===== src/rtl/dmem_arbiter.sv =====
// Data-memory arbiter that shares one dmem port between the CPU M stage and a peripheral master.
// The CPU normally has priority; a starvation counter hands every fourth contested cycle to the peripheral.
module dmem_arbiter (
   input  logic        clock,
   input  logic        reset,
   input  logic        cpu_req,
   input  logic        cpu_wren,
   input  logic [31:0] cpu_addr,
   input  logic [31:0] cpu_wdata,
   output logic        cpu_stall,
   output logic [31:0] cpu_rdata,
   input  logic        per_req,
   input  logic        per_wren,
   input  logic [31:0] per_addr,
   input  logic [31:0] per_wdata,
   output logic        per_ack,
   output logic        per_rvalid,
   output logic [31:0] per_rdata,
   output logic [31:0] mem_addr,
   output logic [31:0] mem_wdata,
   output logic        mem_wren,
   input  logic [31:0] mem_q
);

   logic [1:0] starve_cnt;
   logic       cpu_granted;
   logic       per_granted;
   logic       ret_valid;
   logic       ret_owner_per;

   // The peripheral wins when it is alone or when it has lost three contested cycles in a row.
   always_comb begin
      per_granted = per_req && (!cpu_req || (starve_cnt == 2'd3));
      cpu_granted = cpu_req && !per_granted;
   end

   assign cpu_stall = cpu_req && !cpu_granted;
   assign per_ack   = per_granted;

   always_comb begin
      mem_addr  = 32'd0;
      mem_wdata = 32'd0;
      mem_wren  = 1'b0;
      if (cpu_granted) begin
         mem_addr  = cpu_addr;
         mem_wdata = cpu_wdata;
         mem_wren  = cpu_wren;
      end else if (per_granted) begin
         mem_addr  = per_addr;
         mem_wdata = per_wdata;
         mem_wren  = per_wren;
      end
   end

   // Return-owner tracking: dmem answers one cycle later, so remember who issued the read.
   always_ff @(posedge clock) begin
      if (!reset) begin
         starve_cnt    <= 2'd0;
         ret_valid     <= 1'b0;
         ret_owner_per <= 1'b0;
      end else begin
         if (per_granted || !per_req) begin
            starve_cnt <= 2'd0;
         end else if (cpu_granted && (starve_cnt != 2'd3)) begin
            starve_cnt <= starve_cnt + 2'd1;
         end
         ret_valid     <= (cpu_granted && !cpu_wren) || (per_granted && !per_wren);
         ret_owner_per <= per_granted;
      end
   end

   assign per_rvalid = ret_valid && ret_owner_per;
   assign per_rdata  = per_rvalid ? mem_q : 32'd0;
   assign cpu_rdata  = (ret_valid && !ret_owner_per) ? mem_q : 32'd0;

endmodule


===== config.mk =====
export PLATFORM = sky130hd
export DESIGN_NAME = dmem_arbiter
export DESIGN_NICKNAME = d
export VERILOG_FILES = /design/src/rtl/dmem_arbiter.sv
export SDC_FILE = /design/constraint.sdc
export NUM_CORES = 1
export LEC_CHECK = 0
export BUFFER_PORTS_ARGS = -buffer_cell sky130_fd_sc_hd__buf_4
export CAP_MARGIN = 5
export CORE_AREA = 5 5 111 113
export DETAILED_ROUTE_END_ITERATION = 7
export DIE_AREA = 0 0 116 118
export HOLD_SLACK_MARGIN = 0.02
export MAX_ROUTING_LAYER = met4
export PLACE_DENSITY_LB_ADDON = 0.05
export SYNTH_ARGS = -nofsm -noshare
export SYNTH_HDL_FRONTEND = slang
export SYNTH_SLANG_ARGS = --single-unit

===== constraint.sdc =====
create_clock -name clock -period 2.44 [get_ports clock]
set_input_delay 0.366 -clock clock [delete_from_list [all_inputs] [get_ports clock]]
set_output_delay 0.366 -clock clock [all_outputs]
set_load 0.02 [all_outputs]

Word-level counts from Yosys, hierarchy flattened
Cells that the tools add are included.
{"block": "classes", "n_addsub": 1, "n_mux": 8, "n_eq_ne": 2, "n_reduce_logical": 19, "bitwise": 1}
{"op": "32-bit two-way mux", "n": 6}
{"op": "1-bit logical AND", "n": 8}
{"op": "1-bit zero test", "n": 7}
{"op": "1-bit logical OR", "n": 3}
{"op": "2-bit by 1-bit adder with 2-bit output (second input constant)", "n": 1}
{"op": "2-bit equality test (second input constant)", "n": 1}
{"op": "1-bit two-way mux", "n": 2}
{"op": "2-bit != test (second input constant)", "n": 1}
{"op": "2-bit OR reduction", "n": 1}
{"op": "1-bit NOT", "n": 1}
{"block": "totals", "out_inout_bits": 132, "reg_bits": 4}

Longest topological paths before layout
{"block": "logic_depth", "depth_word": 7, "ltp_mapped": 7, "depth_no_buf": 4}

Least setup slack after synthesis
Ideal clock, no wire load.
{"block": "synth_timing", "kind": "register to output", "startpoint": "register starve_cnt[0]", "endpoint": "output mem_addr[0]", "stages_incl_launch_ff": 8, "path_slack_ns": 0.619, "n_path_buf": 3, "arrival_ns": 1.455, "path_cell_list": "dfxtp_1 > ha_1 > nand2b_1 > and2_1 > clkbuf_1 > buf_6 > buf_6 > a22o_1"}
{"block": "synth_between", "elab_chain_cells": 6, "elab_cells_between_ends": 7}
{"element": "from (decl)", "line": "25", "text": "logic [1:0] starve_cnt;"}
{"element": "from (signal assigned)", "line": "65", "text": "starve_cnt <= starve_cnt + 2'd1;"}
{"element": "2-bit equality test *", "line": "33", "text": "per_granted = per_req && (!cpu_req || (starve_cnt == 2'd3));"}
{"element": "1-bit logical OR *", "line": "33"}
{"element": "1-bit logical AND *", "line": "33"}
{"element": "1-bit zero test", "line": "34", "text": "cpu_granted = cpu_req && !per_granted;"}
{"element": "1-bit logical AND", "line": "34"}
{"element": "32-bit two-way mux *", "line": "44", "text": "if (cpu_granted) begin"}
{"element": "to (decl)", "line": "19", "text": "output logic [31:0] mem_addr,"}
Mark *: on every way between the ends. The rest lies on a longest branch, timed or not.

Worst setup path after layout
{"block": "layout_timing", "startpoint": "register starve_cnt[0]", "endpoint": "output mem_wdata[28]"}
{"block": "layout_between", "elab_chain_cells": 6, "elab_cells_between_ends": 7}
{"element": "2-bit equality test *", "line": "33"}
{"element": "1-bit logical OR *", "line": "33"}
{"element": "1-bit logical AND *", "line": "33"}
{"element": "1-bit zero test", "line": "34"}
{"element": "1-bit logical AND", "line": "34"}
{"element": "32-bit two-way mux *", "line": "44"}
{"element": "to (decl)", "line": "20", "text": "output logic [31:0] mem_wdata,"}
Marks and branches as above.

==> metrics.txt <==
status=finished, final reports clean; first-pass GRT wire length=approximately 15000 um; Crit path arrival time=~2.0 ns; die extent in x=roughly 120 um; Pre-antenna DRT Iters=4; Synth cell types=15; fin crit period=around 2.3 ns; reported max-cap violation count=0; FILL cells=1212; most common cell after layout, fill and taps aside=buf_4; Port Buf Inserts=just under 300; hold path cells=1; Die Y=118 um; Peak VDD IR=about 0.00013 V; placed cell count=596; WL met1=between 3000 and 4000 um; vias in the first global route=around 2500; CTS sink count=4; Setup TNS=0 ns; gp weighted congestion=between 0.8 and 0.9; register area share after synthesis=6.27%; DRC=0; CTS tree=done; Max Transition Viols Final=0; vias per cell=roughly 4.3; Worst Reg-to-Reg Cells=5; initial antenna violation count=0; CP startpoint kind=register; f_max=roughly 430 MHz; CP max FO=41; RSZ-0062 raised after global routing=no; Post-Synthesis Cells=~170; power per cell area=around 270 mW/mm^2; endpoints failing setup=0; Most common cell on crit path=buf_4; Core Region=0.0112 sq mm; syn_nets=approximately 340; PostCTS Resize Cnt=0; WP data required=approximately 2.1 ns; leakage power=between 0.002 and 0.0025 uW; cts hold-fix bufs=0; slew at the pin closest to its max-slew limit=0.475 ns; root buffer cell=clkbuf_16; row cnt=39; Clock Latency Late Sink=between 0.2 and 0.25 ns; 1st-iter DRT viols=95; mean post-synth cell area=roughly 7.4 sq um; final WL=about 10000 um; postcts setup bufs=0; number of I/O pins=298; GRT Resource Usage Total=~14%; nets=625; Setup Skew=~0.0011 ns; Rel. slew slack=approximately 68%; met3 wire length=1110 um; Yosys reg bits=4; fin crit share=a little over nine tenths; synth-to-layout area growth=190%; grt total ovfl=0; H-tree depth=1; post-route insts no fill=around 600; uppermost layer routed=met4; initial core utilization=between 10% and 20%; Synth Cell Area=between 0.001 and 0.0015 sq mm; final hold violations=0; Num CTS Buffers=3; fraction of layout cells with a size suffix above 1=about 68%; Worst-path clk slew=0.03 ns; Worst path max stage delay=roughly 0.4 ns; via count=~2600; CTS max path bufs=2; wire per inst=17.3 um; largest net degree at the start of global routing=42; Worst Hold Class=register to register; met2 WL post-DR=~6000 um; synth warn=0; WS Path Type=register to output pin; Antenna diodes=0; Critical-path top delay cell=buf_4; HPWL Detailed=just under 9000 um; ANT nets after route=0; commonest non-fill, non-tap cells in the layout=buf_4, a22o_1, and3_1; CP Cell Sequence=ha_1 -> nand2b_1 -> and2_2 -> buf_4 -> a22o_1 -> buf_4; die footprint=roughly 0.014 sq mm; Crit. End Element=output pin
## synthesized netlist by cell type (all sizes together)
cell	instances	area (sq um)
a22o	65	569
and2	34	213
and3	34	213
buf	12	85.1
clkbuf	12	45.0
dfxtp	4	80.1
inv	2	7.51
nor2	2	7.51
nor2b	2	12.5
a21boi	1	7.51
a32o	1	10.0
ha	1	12.5
nand2b	1	6.26
nand4b	1	8.76
## registers in the layout, indices dropped and copies added, names as in the netlist
| name | cells |
|---|---|
| ret_valid | 1 |
| ret_owner_per | 1 |
| starve_cnt | 2 |
## per-stage QoR
step                      hold WS [ns]  cell area, sq um  total power, uW  worst slack [ns]  util (%)
after global routing             0.441              3700             1070           0.00393      33.0
final                            0.422              3700             1020             0.127      33.0
after CTS                        0.418              3700             1030             0.133      33.0
after floorplan                  0.399              1280              367             0.619         -
after global placement           0.410              3630              776             0.413      32.3
after detailed placement         0.412              3630              777             0.392      32.3
## where the power goes
group	switching [uW]	internal, uW
Clock	41.0	209
Sequential	1.09	68.5
Combinational	318	378
## final timing paths
| check | startpoint | to | slack, ns |
|---|---|---|---|
| setup / recovery | starve_cnt[0] | mem_wdata[28] | 0.13 |
| hold / removal | starve_cnt[0] | starve_cnt[0] | 0.42 |
| setup reg to reg | starve_cnt[0] | ret_valid | 0.85 |
| hold reg to reg | starve_cnt[0] | starve_cnt[0] | 0.42 |
## cells by family after synthesis
logic type,synth area share [%]
flip-flops,6.27
adder cells (fa/ha/maj),0.979
AND/OR/NAND/NOR,36.0
buffers and inverters,10.8
AO/OA/AOI/OAI,45.9
## final cells by class
type	instances	area, sq um	area share (%)
Clock buffer	3	75.1	2.03
Inverter	2	7.51	0.203
Multi-Input combinational cell	142	1070	29.0
Sequential cell	4	80.1	2.16
Tap cell	143	179	4.83
Timing Repair Buffer	305	2290	61.8
## worst max-delay path, delay by kind of cell, from the launching register on
kind	cells	cell delay, ns
AND/OR/NAND/NOR	2	0.30
adder cells (fa/ha/maj)	1	0.25
AO/OA/AOI/OAI	1	0.27
flip-flops	1	0.32
buffers and inverters	2	0.57
## routing by layer
metal | vias to the layer above | track usage, %
met3 | 10 | 3.70
met1 | 1155 | 13.0
met5 | - | -
met4 | 0 | 2.39
li1 | 1229 | -
met2 | 166 | 28.2
No activity file was read; power rests on OpenSTA's default activity.
